### src/rtl/pac_move_ctrl_if.sv
// Signal bundle between the Pac-Man movement controller and the game side
// (key inputs, maze wall flags, game_over, and the move / start pulses back).
// Handshake: there is no valid/ready here. Keys, walls and game_over are levels
// sampled on rising clk; m_*, e_start are one-cycle pulses that the datapath
// must act on in the cycle they are high; running is a level.
interface pac_move_ctrl_if;
   logic key_up;
   logic key_down;
   logic key_left;
   logic key_right;
   logic wall_up;
   logic wall_down;
   logic wall_left;
   logic wall_right;
   logic game_over;
   logic m_up;
   logic m_down;
   logic m_left;
   logic m_right;
   logic e_start;
   logic running;

   // Game / datapath side
   modport master (
      output key_up, key_down, key_left, key_right,
      output wall_up, wall_down, wall_left, wall_right,
      output game_over,
      input  m_up, m_down, m_left, m_right, e_start, running
   );

   // Movement controller side
   modport slave (
      input  key_up, key_down, key_left, key_right,
      input  wall_up, wall_down, wall_left, wall_right,
      input  game_over,
      output m_up, m_down, m_left, m_right, e_start, running
   );
endinterface

### src/rtl/pac_move_ctrl.sv
// Pac-Man movement controller: IDLE -> START -> RUN FSM, a move-rate tick
// counter, a current direction and a sticky queued direction. Every
// MOVE_DIV cycles in RUN it issues at most one registered move pulse,
// preferring the queued turn and falling back to the current heading.
module pac_move_ctrl #(
   parameter int MOVE_DIV = 5000000
) (
   input  logic                 clk,
   input  logic                 reset,
   pac_move_ctrl_if.slave       bus,
   output logic [1:0]           o_dbg_state
);

   localparam int CW = $clog2(MOVE_DIV);
   localparam logic [CW-1:0] TICK_MAX = CW'(MOVE_DIV - 1);

   typedef enum logic [1:0] {
      S_IDLE  = 2'd0,
      S_START = 2'd1,
      S_RUN   = 2'd2
   } state_t;

   typedef enum logic [1:0] {
      D_UP    = 2'd0,
      D_DOWN  = 2'd1,
      D_LEFT  = 2'd2,
      D_RIGHT = 2'd3
   } dir_t;

   state_t          r_state;
   state_t          w_next;
   logic [CW-1:0]   r_cnt;
   dir_t            r_cur_dir;
   logic            r_cur_vld;
   dir_t            r_q_dir;
   logic            r_q_vld;
   logic            r_m_up;
   logic            r_m_down;
   logic            r_m_left;
   logic            r_m_right;
   logic            r_e_start;
   logic            r_running;

   logic            w_key_any;
   dir_t            w_key_dir;
   logic [3:0]      w_walls;
   logic            w_tick;
   logic            w_mv_en;
   dir_t            w_mv_dir;
   logic            w_adopt;

   // Walls indexed by direction code so a dir can select its own flag
   assign w_walls   = {bus.wall_right, bus.wall_left, bus.wall_down, bus.wall_up};
   assign w_key_any = bus.key_up | bus.key_down | bus.key_left | bus.key_right;
   // game_over wins over a tick landing in the same cycle
   assign w_tick    = (r_state == S_RUN) && !bus.game_over && (r_cnt == TICK_MAX);

   // Highest-priority pressed key: up > down > left > right
   always_comb begin
      w_key_dir = D_UP;
      if (bus.key_up)         w_key_dir = D_UP;
      else if (bus.key_down)  w_key_dir = D_DOWN;
      else if (bus.key_left)  w_key_dir = D_LEFT;
      else if (bus.key_right) w_key_dir = D_RIGHT;
   end

   // Move decision at a tick: queued turn first, else keep current heading
   always_comb begin
      w_mv_en  = 1'b0;
      w_mv_dir = r_cur_dir;
      w_adopt  = 1'b0;
      if (w_tick) begin
         if (r_q_vld && !w_walls[r_q_dir]) begin
            w_mv_en  = 1'b1;
            w_mv_dir = r_q_dir;
            w_adopt  = 1'b1;
         end else if (r_cur_vld && !w_walls[r_cur_dir]) begin
            w_mv_en  = 1'b1;
            w_mv_dir = r_cur_dir;
         end
      end
   end

   // Next-state logic
   always_comb begin
      w_next = r_state;
      case (r_state)
         S_IDLE:  if (w_key_any) w_next = S_START;
         S_START: w_next = S_RUN;
         S_RUN:   if (bus.game_over) w_next = S_IDLE;
         default: w_next = S_IDLE;
      endcase
   end

   // State register
   always_ff @(posedge clk or negedge reset) begin
      if (!reset) r_state <= S_IDLE;
      else        r_state <= w_next;
   end

   // Tick counter: runs only while staying in RUN, otherwise parked at 0
   always_ff @(posedge clk or negedge reset) begin
      if (!reset) begin
         r_cnt <= '0;
      end else if (r_state == S_RUN && !bus.game_over) begin
         r_cnt <= (r_cnt == TICK_MAX) ? '0 : r_cnt + CW'(1);
      end else begin
         r_cnt <= '0;
      end
   end

   // Direction registers. IDLE keeps the heading cleared and tracks the keys
   // so the press that starts the game is already queued on entry to START.
   // A press on the tick edge overwrites the queue after the adoption clear.
   always_ff @(posedge clk or negedge reset) begin
      if (!reset) begin
         r_cur_dir <= D_UP;
         r_cur_vld <= 1'b0;
         r_q_dir   <= D_UP;
         r_q_vld   <= 1'b0;
      end else begin
         case (r_state)
            S_IDLE: begin
               r_cur_vld <= 1'b0;
               r_q_vld   <= w_key_any;
               r_q_dir   <= w_key_dir;
            end
            S_START: begin
               r_cur_vld <= 1'b0;
               if (w_key_any) begin
                  r_q_vld <= 1'b1;
                  r_q_dir <= w_key_dir;
               end
            end
            S_RUN: begin
               if (w_adopt) begin
                  r_cur_dir <= r_q_dir;
                  r_cur_vld <= 1'b1;
                  r_q_vld   <= 1'b0;
               end
               if (w_key_any) begin
                  r_q_vld <= 1'b1;
                  r_q_dir <= w_key_dir;
               end
            end
            default: begin
               r_cur_vld <= 1'b0;
               r_q_vld   <= 1'b0;
            end
         endcase
      end
   end

   // Registered outputs: one-hot move pulse, start pulse, running level
   always_ff @(posedge clk or negedge reset) begin
      if (!reset) begin
         r_m_up    <= 1'b0;
         r_m_down  <= 1'b0;
         r_m_left  <= 1'b0;
         r_m_right <= 1'b0;
         r_e_start <= 1'b0;
         r_running <= 1'b0;
      end else begin
         r_m_up    <= w_mv_en && (w_mv_dir == D_UP);
         r_m_down  <= w_mv_en && (w_mv_dir == D_DOWN);
         r_m_left  <= w_mv_en && (w_mv_dir == D_LEFT);
         r_m_right <= w_mv_en && (w_mv_dir == D_RIGHT);
         r_e_start <= (w_next == S_START);
         r_running <= (w_next == S_RUN);
      end
   end

   assign bus.m_up    = r_m_up;
   assign bus.m_down  = r_m_down;
   assign bus.m_left  = r_m_left;
   assign bus.m_right = r_m_right;
   assign bus.e_start = r_e_start;
   assign bus.running = r_running;
   assign o_dbg_state = r_state;

endmodule

### src/flat_wrapper.sv
// flat-port wrapper written by rule: the top's interface ports become plain ports
module pac_move_ctrl_flat 
#(
   parameter int MOVE_DIV = 5000000
)
  (clk, reset, o_dbg_state, bus_key_up, bus_key_down, bus_key_left, bus_key_right, bus_wall_up, bus_wall_down, bus_wall_left, bus_wall_right, bus_game_over, bus_m_up, bus_m_down, bus_m_left, bus_m_right, bus_e_start, bus_running);
  pac_move_ctrl_if bus_i ();
  input  logic clk;
  input  logic reset;
  output logic [1:0] o_dbg_state;
  input wire logic [$bits(bus_i.key_up)-1:0] bus_key_up;
  input wire logic [$bits(bus_i.key_down)-1:0] bus_key_down;
  input wire logic [$bits(bus_i.key_left)-1:0] bus_key_left;
  input wire logic [$bits(bus_i.key_right)-1:0] bus_key_right;
  input wire logic [$bits(bus_i.wall_up)-1:0] bus_wall_up;
  input wire logic [$bits(bus_i.wall_down)-1:0] bus_wall_down;
  input wire logic [$bits(bus_i.wall_left)-1:0] bus_wall_left;
  input wire logic [$bits(bus_i.wall_right)-1:0] bus_wall_right;
  input wire logic [$bits(bus_i.game_over)-1:0] bus_game_over;
  output wire logic [$bits(bus_i.m_up)-1:0] bus_m_up;
  output wire logic [$bits(bus_i.m_down)-1:0] bus_m_down;
  output wire logic [$bits(bus_i.m_left)-1:0] bus_m_left;
  output wire logic [$bits(bus_i.m_right)-1:0] bus_m_right;
  output wire logic [$bits(bus_i.e_start)-1:0] bus_e_start;
  output wire logic [$bits(bus_i.running)-1:0] bus_running;
  assign bus_i.key_up = bus_key_up;
  assign bus_i.key_down = bus_key_down;
  assign bus_i.key_left = bus_key_left;
  assign bus_i.key_right = bus_key_right;
  assign bus_i.wall_up = bus_wall_up;
  assign bus_i.wall_down = bus_wall_down;
  assign bus_i.wall_left = bus_wall_left;
  assign bus_i.wall_right = bus_wall_right;
  assign bus_i.game_over = bus_game_over;
  assign bus_m_up = bus_i.m_up;
  assign bus_m_down = bus_i.m_down;
  assign bus_m_left = bus_i.m_left;
  assign bus_m_right = bus_i.m_right;
  assign bus_e_start = bus_i.e_start;
  assign bus_running = bus_i.running;
  pac_move_ctrl #(.MOVE_DIV(MOVE_DIV)) u_core (.clk(clk), .reset(reset), .bus(bus_i), .o_dbg_state(o_dbg_state));
endmodule
### config.mk
export PLATFORM = sky130hd
export DESIGN_NAME = pac_move_ctrl_flat
export DESIGN_NICKNAME = d
export VERILOG_FILES = /design/src/rtl/pac_move_ctrl_if.sv /design/src/rtl/pac_move_ctrl.sv /design/src/flat_wrapper.sv
export SDC_FILE = /design/constraint.sdc
export NUM_CORES = 1
export LEC_CHECK = 0
export CAP_MARGIN = 20
export CORE_MARGIN = 10
export CORE_UTILIZATION = 45
export CTS_BUF_LIST = sky130_fd_sc_hd__clkbuf_8
export DETAILED_ROUTE_END_ITERATION = 10
export PLACE_DENSITY = 0.76
export SYNTH_ARGS = -nofsm -noshare
export SYNTH_HDL_FRONTEND = slang
export SYNTH_SLANG_ARGS = --single-unit
export TNS_END_PERCENT = 10
### constraint.sdc
create_clock -name clk -period 3.2 [get_ports clk]
set_input_delay 0.64 -clock clk [delete_from_list [all_inputs] [get_ports clk]]
set_output_delay 0.64 -clock clk [all_outputs]
set_load 0.02 [all_outputs]
==> flow_metrics.tcl, run 1 <==
set metrics [dict create \
    synth_cell_type_count 38 \
    cpLargestDelayFamily "multiplexers" \
    crit_fanout 8 \
    startpoint_type "primary input" \
    synth_top_area_share_pct 49.7 \
    grt_pass1_wl_um 5840 \
    r2r_start "u_core.r_cnt[0]" \
    seq_area_frac_synth_pct 49.7 \
    synth_fp_nets 197 \
    timing.critical_path.buf_inv 1 \
    status "completed" \
    synth-simple-area-share_pct 26.8 \
    worst_slew_pin_slew_ns 0.824 \
    maxSlewHeadroom_pct 44.5 \
    synth_compound_area_share_pct 4.57 \
    syn_to_final_growth_pct 16.7 \
    finalHoldWorstSlack_ns 0.433 \
    core_region_area_um2 4000 \
    tritoncts "yes" \
    antenna_left 0 \
    vias 1353 \
    crit_required_ns 3.37 \
    min_period_ns 2.31 \
    drv_cap 0 \
    r2r-end "u_core.r_cnt[17]" \
    reg2reg_slack_ns 0.91 \
    dp.cells 246 \
    grt_max_degree 38 \
    slew_violations 0 \
    gp_congestion 0.808 \
    fin_cells 253 \
    syn_inst 181 \
    seq_power_share_pct 46.6 \
    dieArea_um2 7110 \
    crit_slowest_cell "mux4_2" \
    synth_area_leaders "dfrtp_1, nor2_1, xor2_1, ha_1, xnor2_1" \
    die_h_um 84.3 \
    fin_tns_setup_ns 0 \
    syn_avg_cell_area_um2 10.3 \
    hold_path.class "in2async" \
    synth_warnings 0 \
    drive_above_1_share_pct 7.39 \
    p_int_w 0.000807 \
    cts-root-buf "clkbuf_8" \
    antenna-diode-count 0 \
    setup_violations 0 \
    h-tree-depth 2 \
    clock_latency_ns 0.29 \
    path_class "in2reg" \
    dr.pass1.iters 4 \
    slowest_delay_ns 0.51 \
    final_nets 219 \
    cts-buffers-inserted 5 \
    crit_chain "clkdlybuf4s50_1 -> mux4_2 -> nor2_2 -> and4bb_2 -> mux2_1" \
    hold_viol_final 0 \
    crit_path_end_kind "flop" \
    fillCellCount 345 \
    clock-sinks 37 \
    switching_share_pct 32.0 \
    arrival_ns 2.48 \
    clockPowerShare_pct 27.1 \
    skew_ns 0.00485 \
    synth_xor_area_share_pct 9.87 \
    max_freq_mhz 432 \
    p_sw_w 0.000380 \
    yosys.area.top_type "dfrtp_1" \
    pwr-share-comb_pct 26.3 \
    ios 19 \
    drc 0 \
    ys_seq_elements 37 \
    synth_mux_area_share_pct 3.56 \
    p_leak_nw 0.914 \
    wirelength_um 3510 \
    drt_iter0_drc 57 \
    vdd_ir_drop_max_mv 0.323 \
    power.density_nw_per_um2 547 \
    grt_use_total_pct 10.0 \
    placed_area_um2 2090 \
    rows 23 \
    viasPerCell 5.35 \
    fp.dieW_um 84.3 \
    rsz0062_at_grt "false" \
    synth_top_family_by_area "simple AND/OR/NAND/NOR gates" \
    clkSlewWorstSetupHoldPaths_ns 0.07 \
    wire_per_inst_um 13.9 \
    fin_area_um2 2170 \
    start_util_pct 46.6 \
    grt_antenna_before_repair 0 \
    clock_path_buffers 2 \
    ctsResizeCount 0 \
    cts_setup_buffers 0 \
    synth_area_um2 1860 \
    ff2ff_path_depth 6 \
    dp_hpwl_um 2480 \
    synthAdderAreaFrac_pct 3.36 \
    grt_pass1_vias 1249 \
    overflow 0 \
    io_buffers 18 \
    hold_buffers 0 \
    period_share_pct 72.3 \
]
[placed cells by master (no fill, tap or decap), types with 5 or more instances in the layout]
cell type,count
dfrtp_1,37
nor2_1,36
clkdlybuf4s50_1,17
xor2_1,15
nand2_1,10
inv_1,8
nand3_1,8
nand4_1,8
xnor2_1,6
clkbuf_8,6
ha_1,5
[power by group through the flow]
stage | Clock (W) | Sequential, W | Combinational, W
floorplan | 0 | 0.000565 | 0.000203
global placement | 0 | 0.000559 | 0.000310
detailed placement | 0 | 0.000561 | 0.000313
CTS | 0.000330 | 0.000554 | 0.000314
global route | 0.000351 | 0.000560 | 0.000346
finish | 0.000322 | 0.000553 | 0.000313
[layout make-up]
cell class / instances / area (µm²) / area share, %
clock buffer: 6 / 82.6 / 3.80
clock inverter: 1 / 3.75 / 0.173
inverter: 7 / 26.3 / 1.21
multi-input combinational: 134 / 897 / 41.3
sequential: 37 / 926 / 42.6
tap: 50 / 62.6 / 2.88
timing repair buffer: 18 / 175 / 8.06
[cell usage after synthesis (all sizes together)]
cell type,count
or4b,1
nor2,37
o22ai,1
nor3,3
dfrtp,37
mux4,1
nor4bb,1
nand2b,1
and4,3
inv,7
or3,1
nor4,7
nand4bb,1
or4bb,1
o31ai,2
buf,2
mux2i,1
o221ai,1
nor2b,2
and2,2
and3,2
mux2,3
and4bb,1
a21oi,4
nand2,10
nand3,8
a21o,3
clkbuf,1
ha,5
xnor2,6
nor4b,1
a31oi,2
xor2,15
nand4,8
[worst max path at each step]
stage                    start                   to  depth (start not counted)
2_1_floorplan   bus_wall_right  u_core.r_cur_dir[1]                          4
3_3_place_gp    bus_wall_right  u_core.r_cur_dir[0]                          5
3_5_place_dp    bus_wall_right  u_core.r_cur_dir[1]                          5
4_1_cts        u_core.r_cnt[0]     u_core.r_cnt[17]                          6
5_1_grt        u_core.r_cnt[0]     u_core.r_cnt[10]                          6
6_report        bus_wall_right  u_core.r_cur_dir[1]                          5
[sequential cells by signal, indices dropped and copies added (netlist names), 2 cells and up]
name,flops
u_core.r_cnt,23
u_core.o_dbg_state,2
u_core.r_cur_dir,2
u_core.r_q_dir,2
[cells by family (layout without fill, tap and decap cells)]
family / after synthesis / after routing
muxes: 5 / 5
xor gates and xnor gates: 21 / 21
buffers and inverters: 10 / 32
adders and majority gates: 5 / 5
DFF: 37 / 37
and+or+nand+nor: 90 / 90
AOI/OAI and AO/OA: 13 / 13
[worst register-to-register path: cells and delay by family (launching register included)]
family	cells	cell delay, ns
adders and majority gates	1	0.21
DFF	1	0.42
and+or+nand+nor	5	1.51
[layer usage]
layer	up-vias	wire length [µm]	track usage [%]
met5	-	0	0
met4	0	79	5.39
met3	6	198	4.35
met2	33	1580	15.3
met1	639	1660	11.6
li1	675	-	-
[through the flow]
stage               util [%]  setup slack (ns)  total power [W]
floorplan                  -              1.15         0.000768
global placement        52.2             0.642         0.000869
detailed placement      52.2             0.603         0.000874
CTS                     54.3             0.890          0.00120
global route            54.3             0.713          0.00126
finish                  54.3             0.887          0.00119
No activity file was read; power rests on OpenSTA's default activity.
==> run 2: changes to the inputs <==
==> constraint.sdc (replaced) <==
create_clock -name clk -period 2.3 [get_ports clk]
set_input_delay 0.46 -clock clk [delete_from_list [all_inputs] [get_ports clk]]
set_output_delay 0.46 -clock clk [all_outputs]
set_load 0.02 [all_outputs]
==> run 2 against run 1 <==
Against the previous run: sequential power rose by 39%; final area up 2.4%; total power is 40% higher; clock power up 37%; via count is 2.6% higher; routed wire length rose by 1.3%; cell count up 2.8%; largest cell class unchanged.
==> flow_metrics.tcl, run 2 (synthesis gave the netlist of run 1 again) <==
set metrics [dict create \
    status "completed" \
    r2r_start "u_core.r_cnt[7]" \
    path_class "reg2reg" \
    arrival_ns 2.28 \
    fin_tns_setup_ns 0 \
    switching_share_pct 31.3 \
    fp.dieW_um 84.3 \
    min_period_ns 2.11 \
    grt_use_total_pct 10.9 \
    ios 19 \
    dr.pass1.iters 5 \
    regMostFlops "u_core.r_cnt" \
    tritoncts "yes" \
    die_h_um 84.3 \
    crit_path_end_kind "flop" \
    syn_to_final_growth_pct 19.5 \
    grt_max_degree 38 \
    skew_ns 0.00195 \
    clkSlewWorstSetupHoldPaths_ns 0.06 \
    drv_cap 0 \
    rows 23 \
    crit_fanout 3 \
    maxSlewHeadroom_pct 46.1 \
    clock_latency_ns 0.29 \
    power.density_nw_per_um2 748 \
    period_share_pct 91.7 \
    reg2reg_slack_ns 0.19 \
    fin_cells 260 \
    ff2ff_path_depth 5 \
    setup_violations 0 \
    final_nets 226 \
    p_int_w 0.00114 \
    clockPowerShare_pct 26.6 \
    pwr-share-comb_pct 27.3 \
    dieArea_um2 7110 \
    layout_commonest_cell "dfrtp_1" \
    fillCellCount 339 \
    seq_power_share_pct 46.1 \
    grt_antenna_before_repair 0 \
    max_freq_mhz 474 \
    start_util_pct 46.6 \
    hold_viol_final 0 \
    worst_slew_pin_slew_ns 0.809 \
    p_leak_nw 0.948 \
    layout_common_cells "dfrtp_1, nor2_1, clkdlybuf4s50_1" \
    gp_congestion 0.826 \
    r2r-end "u_core.r_cur_dir[1]" \
    rsz0062_at_grt "false" \
    drt_iter0_drc 104 \
    h-tree-depth 2 \
    drc 0 \
    cts_setup_buffers 0 \
    io_buffers 18 \
    hold_buffers 0 \
    overflow 0 \
    wire_per_inst_um 13.7 \
    clock-sinks 37 \
    cts-buffers-inserted 5 \
    startpoint "u_core.r_cnt[7]" \
    slew_violations 0 \
    antenna_left 0 \
    p_sw_w 0.000521 \
    crit_required_ns 2.47 \
    viasPerCell 5.34 \
    vias 1388 \
    antenna-diode-count 0 \
    critPathCapture "u_core.r_cur_dir[1]" \
    cts-root-buf "clkbuf_8" \
    startpoint_type "flop" \
    grt_pass1_vias 1405 \
    clock_path_buffers 2 \
    drive_above_1_share_pct 10.5 \
    vdd_ir_drop_max_mv 0.499 \
    ctsResizeCount 0 \
    hold_path.class "in2async" \
    dp.cells 253 \
    largest_register_ffs 23 \
    wirelength_um 3560 \
    dp_hpwl_um 2580 \
    grt_pass1_wl_um 6480 \
    core_region_area_um2 4000 \
]
run 2: cell types whose count changed in the layout (fill, tap and decap cells not counted):
cell | before | now
buf_4 | 0 | 7
run 2: per-layer routing:
| metal | vias up | routed length (µm) | GRT usage [%] |
|---|---|---|---|
| met5 | - | 0 | 0 |
| li1 | 693 | - | - |
| met3 | 7 | 171 | 4.06 |
| met4 | 0 | 82 | 6.14 |
| met2 | 28 | 1610 | 15.6 |
| met1 | 660 | 1700 | 13.7 |
run 2: per-stage QoR:
stage	hold slack, ns	cell area, µm²	power, W	worst slack, ns	utilization [%]
after floorplan	0.164	1860	0.00107	0.308	-
after global placement	0.499	2140	0.00123	0.101	53.5
after detailed placement	0.507	2140	0.00124	0.0700	53.5
after CTS	0.287	2230	0.00169	0.182	55.6
after global routing	0.334	2230	0.00178	0.0324	55.6
final	0.265	2230	0.00167	0.191	55.6
run 2: worst min-delay path by stage:
| stage | end | slack [ns] | depth (start not counted) |
|---|---|---|---|
| final | u_core.bus.m_left | 0.26 | 1 |
| after global routing | u_core.r_cnt[7] | 0.33 | 1 |
| after CTS | u_core.r_cnt[5] | 0.29 | 1 |
| after detailed placement | u_core.r_cnt[0] | 0.51 | 1 |
| after global placement | u_core.r_cnt[0] | 0.50 | 1 |
| after floorplan | u_core.bus.e_start | 0.16 | 0 |
run 2: area by class of cell:
| cell class | count | area [µm²] | share of cell area, % |
|---|---|---|---|
| well taps | 50 | 62.6 | 2.81 |
| multi-input cells | 134 | 897 | 40.3 |
| repair buffers | 25 | 228 | 10.2 |
| flip-flops and latches | 37 | 926 | 41.6 |
| inverters | 7 | 26.3 | 1.18 |
| clock inverters | 1 | 3.75 | 0.169 |
| clock buffers | 6 | 82.6 | 3.71 |
run 2: power groups by stage:
stage | Clock, W | Sequential, W | Combinational [W]
2_1_floorplan | 0 | 0.000785 | 0.000283
3_3_place_gp | 0 | 0.000779 | 0.000455
3_5_place_dp | 0 | 0.000779 | 0.000461
4_1_cts | 0.000457 | 0.000769 | 0.000462
5_1_grt | 0.000484 | 0.000781 | 0.000517
6_report | 0.000442 | 0.000768 | 0.000455
run 2: critical path, cell delays in order (launching register included):
cell and delay [ns]:
dfrtp_1 0.40, or4b_4 0.56, nor4_4 0.19, nand3_1 0.15
and4bb_2 0.37, mux2_1 0.32
